==> config.mk <==
export PLATFORM = sky130hd
export DESIGN_NAME = mesa_info_rpt
export DESIGN_NICKNAME = d
export VERILOG_FILES = /design/src/rtl/mesa_pkg.sv /design/src/rtl/mesa_info_rpt_time_stamp.sv /design/src/rtl/mesa_info_rpt.sv
export SDC_FILE = /design/constraint.sdc
export NUM_CORES = 1
export LEC_CHECK = 0
export CAP_MARGIN = 20
export CORE_UTILIZATION = 37
export DETAILED_ROUTE_END_ITERATION = 16
export GPL_TIMING_DRIVEN = 0
export PLACE_DENSITY_LB_ADDON = 0.08
export RECOVER_POWER = 100
export SYNTH_ARGS = -nofsm -noshare
export SYNTH_HDL_FRONTEND = slang
export SYNTH_SLANG_ARGS = --single-unit
==> constraint.sdc <==
create_clock -name clk -period 2.6 [get_ports clk]
set_input_delay 0.39 -clock clk [delete_from_list [all_inputs] [get_ports clk]]
set_output_delay 0.39 -clock clk [all_outputs]
set_load 0.03 [all_outputs]
==> src/rtl/mesa_pkg.sv <==
// Shared definitions for the MESA Ro-path blocks: report FSM state
// encodings, default header constants and payload counter sizing.
package mesa_pkg;

    typedef enum logic [1:0] {
        IDLE    = 2'd0,
        DEFER   = 2'd1,
        HDR     = 2'd2,
        PAYLOAD = 2'd3
    } rpt_state_t;

    localparam logic [7:0] MESA_PREAMBLE   = 8'hF0;
    localparam logic [7:0] MESA_RO_SLOT    = 8'hFE;
    localparam logic [7:0] MESA_RO_SUBSLOT = 8'h00;

    // Largest payload: 16 info words plus the optional timestamp word.
    localparam int unsigned MESA_MAX_WORDS = 16;
    localparam int unsigned MESA_MAX_PAY   = 4 * MESA_MAX_WORDS + 4;
    localparam int unsigned MESA_PAY_CNT_W = $clog2(MESA_MAX_PAY);

endpackage

==> src/rtl/mesa_info_rpt_time_stamp.sv <==
// Build timestamp source. Only instantiated by mesa_info_rpt when
// MESA_INFO_TIMESTAMP_EN is defined; the value is fixed at build time.
module time_stamp #(
    parameter logic [31:0] BUILD_STAMP = 32'h2024_0611
) (
    output logic [31:0] time_dout
);

    assign time_dout = BUILD_STAMP;

endmodule

==> src/rtl/mesa_info_rpt.sv <==
// mesa_info_rpt: injects an info report packet (4-byte header plus
// NUM_WORDS info words) into the Ro byte stream, deferring to any core
// packet in flight. Define MESA_INFO_TIMESTAMP_EN to append the build
// timestamp word after the info words.
module mesa_info_rpt
    import mesa_pkg::*;
#(
    parameter int unsigned NUM_WORDS  = 3,
    parameter logic [7:0]  PREAMBLE   = MESA_PREAMBLE,
    parameter logic [7:0]  RO_SLOT    = MESA_RO_SLOT,
    parameter logic [7:0]  RO_SUBSLOT = MESA_RO_SUBSLOT
) (
    input  logic                   clk,
    input  logic                   reset_n,
    input  logic                   report_req,
    input  logic [32*NUM_WORDS-1:0] info_words,
    input  logic [7:0]             mesa_core_ro_byte_d,
    input  logic                   mesa_core_ro_byte_en,
    input  logic                   mesa_core_ro_done,
    input  logic                   mesa_ro_busy,
    output logic [7:0]             mesa_ro_byte_d,
    output logic                   mesa_ro_byte_en,
    output logic                   mesa_ro_done,
    output logic                   report_active,
    output logic                   drop_err
);

`ifdef MESA_INFO_TIMESTAMP_EN
    localparam int unsigned TS_BYTES = 4;
`else
    localparam int unsigned TS_BYTES = 0;
`endif
    localparam int unsigned PAY_LEN   = 4 * NUM_WORDS + TS_BYTES;
    localparam int unsigned PAY_W     = 8 * PAY_LEN;
    localparam int unsigned PAY_CNT_W = MESA_PAY_CNT_W;
    localparam logic [7:0]  LEN       = 8'(PAY_LEN);

    rpt_state_t             state, state_nxt;
    logic [1:0]             hdr_idx, hdr_idx_nxt;
    logic [PAY_CNT_W-1:0]   pay_cnt, pay_cnt_nxt;
    logic                   pending, pending_nxt;
    logic                   pkt_open, pkt_open_nxt;
    logic                   kick, kick_nxt;
    logic                   busy_q;
    logic                   emit;
    logic                   drop_nxt;
    logic [32*NUM_WORDS-1:0] snap, snap_nxt;
    logic [PAY_W-1:0]       pay_vec;
    logic [7:0]             byte_nxt;
    logic                   en_nxt, done_nxt;

`ifdef MESA_INFO_TIMESTAMP_EN
    logic [31:0] ts_word;

    time_stamp u_time_stamp (
        .time_dout (ts_word)
    );

    assign pay_vec = {ts_word, snap};
`else
    assign pay_vec = snap;
`endif

    // Word k occupies bits [32k+31:32k]; bytes leave MSB first.
    function automatic logic [7:0] pay_byte(input logic [PAY_W-1:0] v,
                                            input logic [PAY_CNT_W-1:0] idx);
        logic [PAY_W-1:0] sh;
        int unsigned      off;
        off = 32 * (int'(idx) / 4) + 8 * (3 - (int'(idx) % 4));
        sh  = v >> off;
        return sh[7:0];
    endfunction

    function automatic logic [7:0] hdr_byte(input logic [1:0] idx);
        case (idx)
            2'd0:    return PREAMBLE;
            2'd1:    return RO_SLOT;
            2'd2:    return RO_SUBSLOT;
            default: return LEN;
        endcase
    endfunction

    assign report_active = (state == HDR) || (state == PAYLOAD);

    // Next-state, snapshot and muxed Ro byte selection.
    always_comb begin
        state_nxt    = state;
        hdr_idx_nxt  = hdr_idx;
        pay_cnt_nxt  = pay_cnt;
        pending_nxt  = pending;
        snap_nxt     = snap;
        kick_nxt     = 1'b0;
        drop_nxt     = drop_err;
        byte_nxt     = '0;
        en_nxt       = 1'b0;
        done_nxt     = 1'b0;
        pkt_open_nxt = mesa_core_ro_done ? 1'b0 :
                       (mesa_core_ro_byte_en ? 1'b1 : pkt_open);
        // First header byte is self-started; every later byte waits for
        // the serializer to finish the previous one.
        emit         = kick | (busy_q & ~mesa_ro_busy);

        unique case (state)
            IDLE: begin
                byte_nxt = mesa_core_ro_byte_d;
                en_nxt   = mesa_core_ro_byte_en;
                done_nxt = mesa_core_ro_done;
                if (report_req || pending) begin
                    pending_nxt = 1'b0;
                    // A done arriving now closes the packet, so no deferral.
                    if ((pkt_open || mesa_core_ro_byte_en) && !mesa_core_ro_done) begin
                        state_nxt = DEFER;
                    end else begin
                        state_nxt   = HDR;
                        snap_nxt    = info_words;
                        kick_nxt    = 1'b1;
                        hdr_idx_nxt = '0;
                    end
                end
            end
            DEFER: begin
                byte_nxt = mesa_core_ro_byte_d;
                en_nxt   = mesa_core_ro_byte_en;
                done_nxt = mesa_core_ro_done;
                if (report_req) pending_nxt = 1'b1;
                if (mesa_core_ro_done) begin
                    state_nxt   = HDR;
                    snap_nxt    = info_words;
                    kick_nxt    = 1'b1;
                    hdr_idx_nxt = '0;
                end
            end
            HDR: begin
                if (report_req) pending_nxt = 1'b1;
                if (mesa_core_ro_byte_en || mesa_core_ro_done) drop_nxt = 1'b1;
                if (emit) begin
                    byte_nxt = hdr_byte(hdr_idx);
                    en_nxt   = 1'b1;
                    if (hdr_idx == 2'd3) begin
                        state_nxt   = PAYLOAD;
                        hdr_idx_nxt = '0;
                        pay_cnt_nxt = '0;
                    end else begin
                        hdr_idx_nxt = hdr_idx + 2'd1;
                    end
                end
            end
            PAYLOAD: begin
                if (report_req) pending_nxt = 1'b1;
                if (mesa_core_ro_byte_en || mesa_core_ro_done) drop_nxt = 1'b1;
                if (emit) begin
                    byte_nxt = pay_byte(pay_vec, pay_cnt);
                    en_nxt   = 1'b1;
                    if (pay_cnt == PAY_CNT_W'(PAY_LEN - 1)) begin
                        done_nxt    = 1'b1;
                        state_nxt   = IDLE;
                        pay_cnt_nxt = '0;
                    end else begin
                        pay_cnt_nxt = pay_cnt + 1'b1;
                    end
                end
            end
            default: state_nxt = IDLE;
        endcase
    end

    // State, snapshot and registered Ro outputs; reset abandons any report.
    always_ff @(posedge clk or negedge reset_n) begin
        if (!reset_n) begin
            state           <= IDLE;
            hdr_idx         <= '0;
            pay_cnt         <= '0;
            pending         <= 1'b0;
            pkt_open        <= 1'b0;
            kick            <= 1'b0;
            busy_q          <= 1'b0;
            snap            <= '0;
            mesa_ro_byte_d  <= '0;
            mesa_ro_byte_en <= 1'b0;
            mesa_ro_done    <= 1'b0;
            drop_err        <= 1'b0;
        end else begin
            state           <= state_nxt;
            hdr_idx         <= hdr_idx_nxt;
            pay_cnt         <= pay_cnt_nxt;
            pending         <= pending_nxt;
            pkt_open        <= pkt_open_nxt;
            kick            <= kick_nxt;
            busy_q          <= mesa_ro_busy;
            snap            <= snap_nxt;
            mesa_ro_byte_d  <= byte_nxt;
            mesa_ro_byte_en <= en_nxt;
            mesa_ro_done    <= done_nxt;
            drop_err        <= drop_nxt;
        end
    end

endmodule

==> metrics.cfg <==
[job]
cap_violations = 1

[global_route]
grt_overflow = 0
gr-usage-all-layers_pct = 19.6
antenna_found_initial = 0
grt_pass1_wl_um = 22900
grt_pass1_vias = 4301
grt_max_degree = 97

[floorplan]
die_area_um2 = 15900
rows = 44
pin_count = 122
die_y_um = 126
start_util_pct = 38.5
dieWidth_um = 126
coreArea_um2 = 14800

[power]
power_leakage_nw = 3.18
fin_total_pwr_mw = 10.3
powerDensity_nw_per_um2 = 1330
p_int_mw = 6.86
p_comb_share_pct = 44.9
swShare_pct = 33.5
p_seq_share_pct = 32.0
p_sw_mw = 3.45
ir_worst_vdd_mv = 0.566
clockPowerShare_pct = 23.0

[logic_synthesis]
async_reset_ff_share_pct = 100
synth.distinct_cells = 41
syn_avg_cell_area_um2 = 14.0
syn-num-nets = 524
synthFlopType = dfrtp_1
synth-edff-count = 0
seq_area_frac_synth_pct = 53.7
ys_ff_latch = 122
syn-cell-area_um2 = 5680
yosys_warnings = 0
synth_cells = 406

[worst_setup_path]
crit_path_max_fanout = 10
cp_common_cell = buf_6
worstSetupPathType = reg -> reg
start_kind = flip-flop
critPathMaxStageDelay_ps = 390
slowest_stage = dfrtp_1
cp.required_ps = 2890
arrival_ps = 2770
cp_top_family = buffers and inverters
worst-path-buf-inv = 5
crit_chain = inv_1 -> ha_1 -> buf_2 -> nor3b_1 -> or2_1 -> nor3b_4 -> buf_4 -> buf_6 -> buf_6 -> mux2_1
cp-end-kind = flip-flop

[routing]
antenna_left = 0
routed_via_density = 5.19
firstDrtPassIters = 4
drt-total-wl_um = 14200
drc = 0
avgRoutedWirePerCell_um = 19.1
drt_first_iter_violations = 162
vias = 3865

[layout]
antenna_cells = 0
area_delta_synth_final_pct = 36.8
seq_area_um2 = 3050
multiInputGateArea_um2 = 2460
finalNetCount = 667
layout.cells.non_filler = 744
drive_above_1_share_pct = 24.5
nFillCells = 1322

[timing]
period_minus_slack_ps = 2480
drv_slew = 27
setup_viol = 0
fin_setup_tns_ps = 0
fin_skew_ps = 7.76
fmax_mhz = 404
min_period_over_period_pct = 95.3
whs_ps = 479
maxSlewHeadroom_pct = -5.01
final_hold_viol_count = 0
tightest_slew_ps = 1580

[outcome]
violations = max-capacitance violations, max-slew violations
status = complete, but fails checks

[clocking]
cts_buffers = 17
clk_pin_slew_worst_paths_ps = 60
root_buffer = clkbuf_16
cts.sinks = 122
cts_tree = done
cts_buffer_depth = 2
clock_latency_ps = 420
h-tree-depth = 4

[placement]
dp_hpwl_um = 10400
gp_congestion = 0.812
dpl.cell_count = 712
portBuffers = 121

[worst_hold_path]
hold_class = reg -> reg

final timing paths:
path                             startpoint                 to  slack (ps)  depth (start not counted)
worst max-delay path               state[0]        pay_vec[25]         120                         10
worst min-delay path            pay_vec[11]        pay_vec[11]         480                          1
worst max register to register     state[0]        pay_vec[25]         120                         10
worst min register to register  pay_vec[11]        pay_vec[11]         480                          1
max in group asynchronous           reset_n  mesa_ro_byte_d[0]         530                          3
min in group asynchronous           reset_n        pay_vec[66]         910                          2
worst reg2reg max path: stages, from the launching register on:
cell and delay [ps]:
dfrtp_1 390, inv_1 80, ha_1 190, buf_2 160
nor3b_1 160, or2_1 280, nor3b_4 200, buf_4 180
buf_6 190, buf_6 190, mux2_1 340
Yosys cell counts, drive strengths merged (2+ instances only):
library cell / instances / area (µm²)
or2: 2 / 12.5
o221ai: 2 / 17.5
nor3b: 5 / 42.5
a21oi: 12 / 60.1
o211ai: 4 / 30.0
o21ai: 18 / 90.1
clkbuf: 7 / 26.3
ha: 8 / 100
mux2: 105 / 1180
a22o: 2 / 17.5
xor2: 2 / 17.5
or3: 4 / 25.0
a221o: 3 / 30.0
nand2: 12 / 45.0
nor2b: 3 / 18.8
a22oi: 3 / 22.5
o32a: 3 / 30.0
mux2i: 4 / 40.0
nand2b: 2 / 12.5
nor2: 16 / 60.1
mux4: 21 / 473
dfrtp: 122 / 3050
nor3: 6 / 30.0
buf: 19 / 121
nand4: 3 / 18.8
inv: 9 / 33.8
cell usage in the layout (no fill, tap or decap), drive strengths merged, types with 2 or more instances in the layout:
master           n
nor3b            5
mux2           105
bufinv           3
a22oi            3
nor2b            3
clkinv           5
nor2            16
nand4            3
inv              9
xor2             2
nor3             6
buf             21
o211ai           4
a21oi           12
clkbuf          30
or3              4
dfrtp          122
dlygate4sd3     14
mux4            21
or2              2
clkdlybuf4s50  106
mux2i            4
ha               8
a22o             2
o32a             3
o221ai           2
nand2b           2
nand2           12
a221o            3
o21ai           18
layer usage:
| metal | wire length (µm) | vias to the layer above | GRT usage, % | part of all wire, % |
|---|---|---|---|---|
| li1 | - | 1781 | - | - |
| met1 | 6540 | 1951 | 25.4 | 46 |
| met2 | 6740 | 116 | 31.5 | 47 |
| met3 | 733 | 17 | 5.78 | 5.2 |
| met4 | 200 | 0 | 6.66 | 1.4 |
| met5 | 0 | - | 0 | 0 |
per-stage QoR:
step           setup WS (ps)  util [%]  cell area [µm²]
2_1_floorplan            404         -             5680
3_3_place_gp           -3790      48.3             7130
4_1_cts                 24.2      52.7             7770
3_5_place_dp            -106      48.5             7150
6_report                 123      52.7             7770
5_1_grt               -0.512      52.7             7770
power groups by stage:
stage / registers (mW) / logic (mW) / clock network (mW)
2_1_floorplan: 3.32 / 3.25 / 0
3_3_place_gp: 3.30 / 4.61 / 0
3_5_place_dp: 3.34 / 4.68 / 0
4_1_cts: 3.31 / 4.72 / 2.43
5_1_grt: 3.42 / 5.06 / 2.53
6_report: 3.30 / 4.63 / 2.37
registers in the layout, summed over array words and instances, names as in the netlist:
register,count
kick,1
drop_err,1
busy_q,1
mesa_ro_byte_d,8
pay_cnt,7
pay_vec,96
hdr_idx,2
state,2
pending,1
mesa_ro_done,1
mesa_ro_byte_en,1
pkt_open,1
cell families (layout without fill, tap and decap cells):
logic type	Yosys count	after routing	share of synthesized area (%)
flops	122	122	53.7
xor+xnor	2	2	0.308
fa+ha+maj	8	8	1.76
buf+inv	35	189	3.19
mux	130	130	29.8
compound gates	53	53	6.19
simple gates	56	56	5.02
timing repair:
item | in CTS | in global routing
hold buffers | 1 | 0
endpoints found under the setup margin | 41 | 78
pin swaps | 0 | 1
endpoints found under the hold margin | 26 | 0
resized for setup | 4 | 1
buffers inserted | 0 | 1
area by class of cell:
cell class,instances,area share [%]
sequential,122,39.3
clock buffer,22,6.10
clock inverter,8,1.53
tap,184,2.96
buffer,26,1.95
timing repair buffer,124,16.1
multi-input combinational,249,31.7
inverter,9,0.435
(Power assumes the default switching activity.)
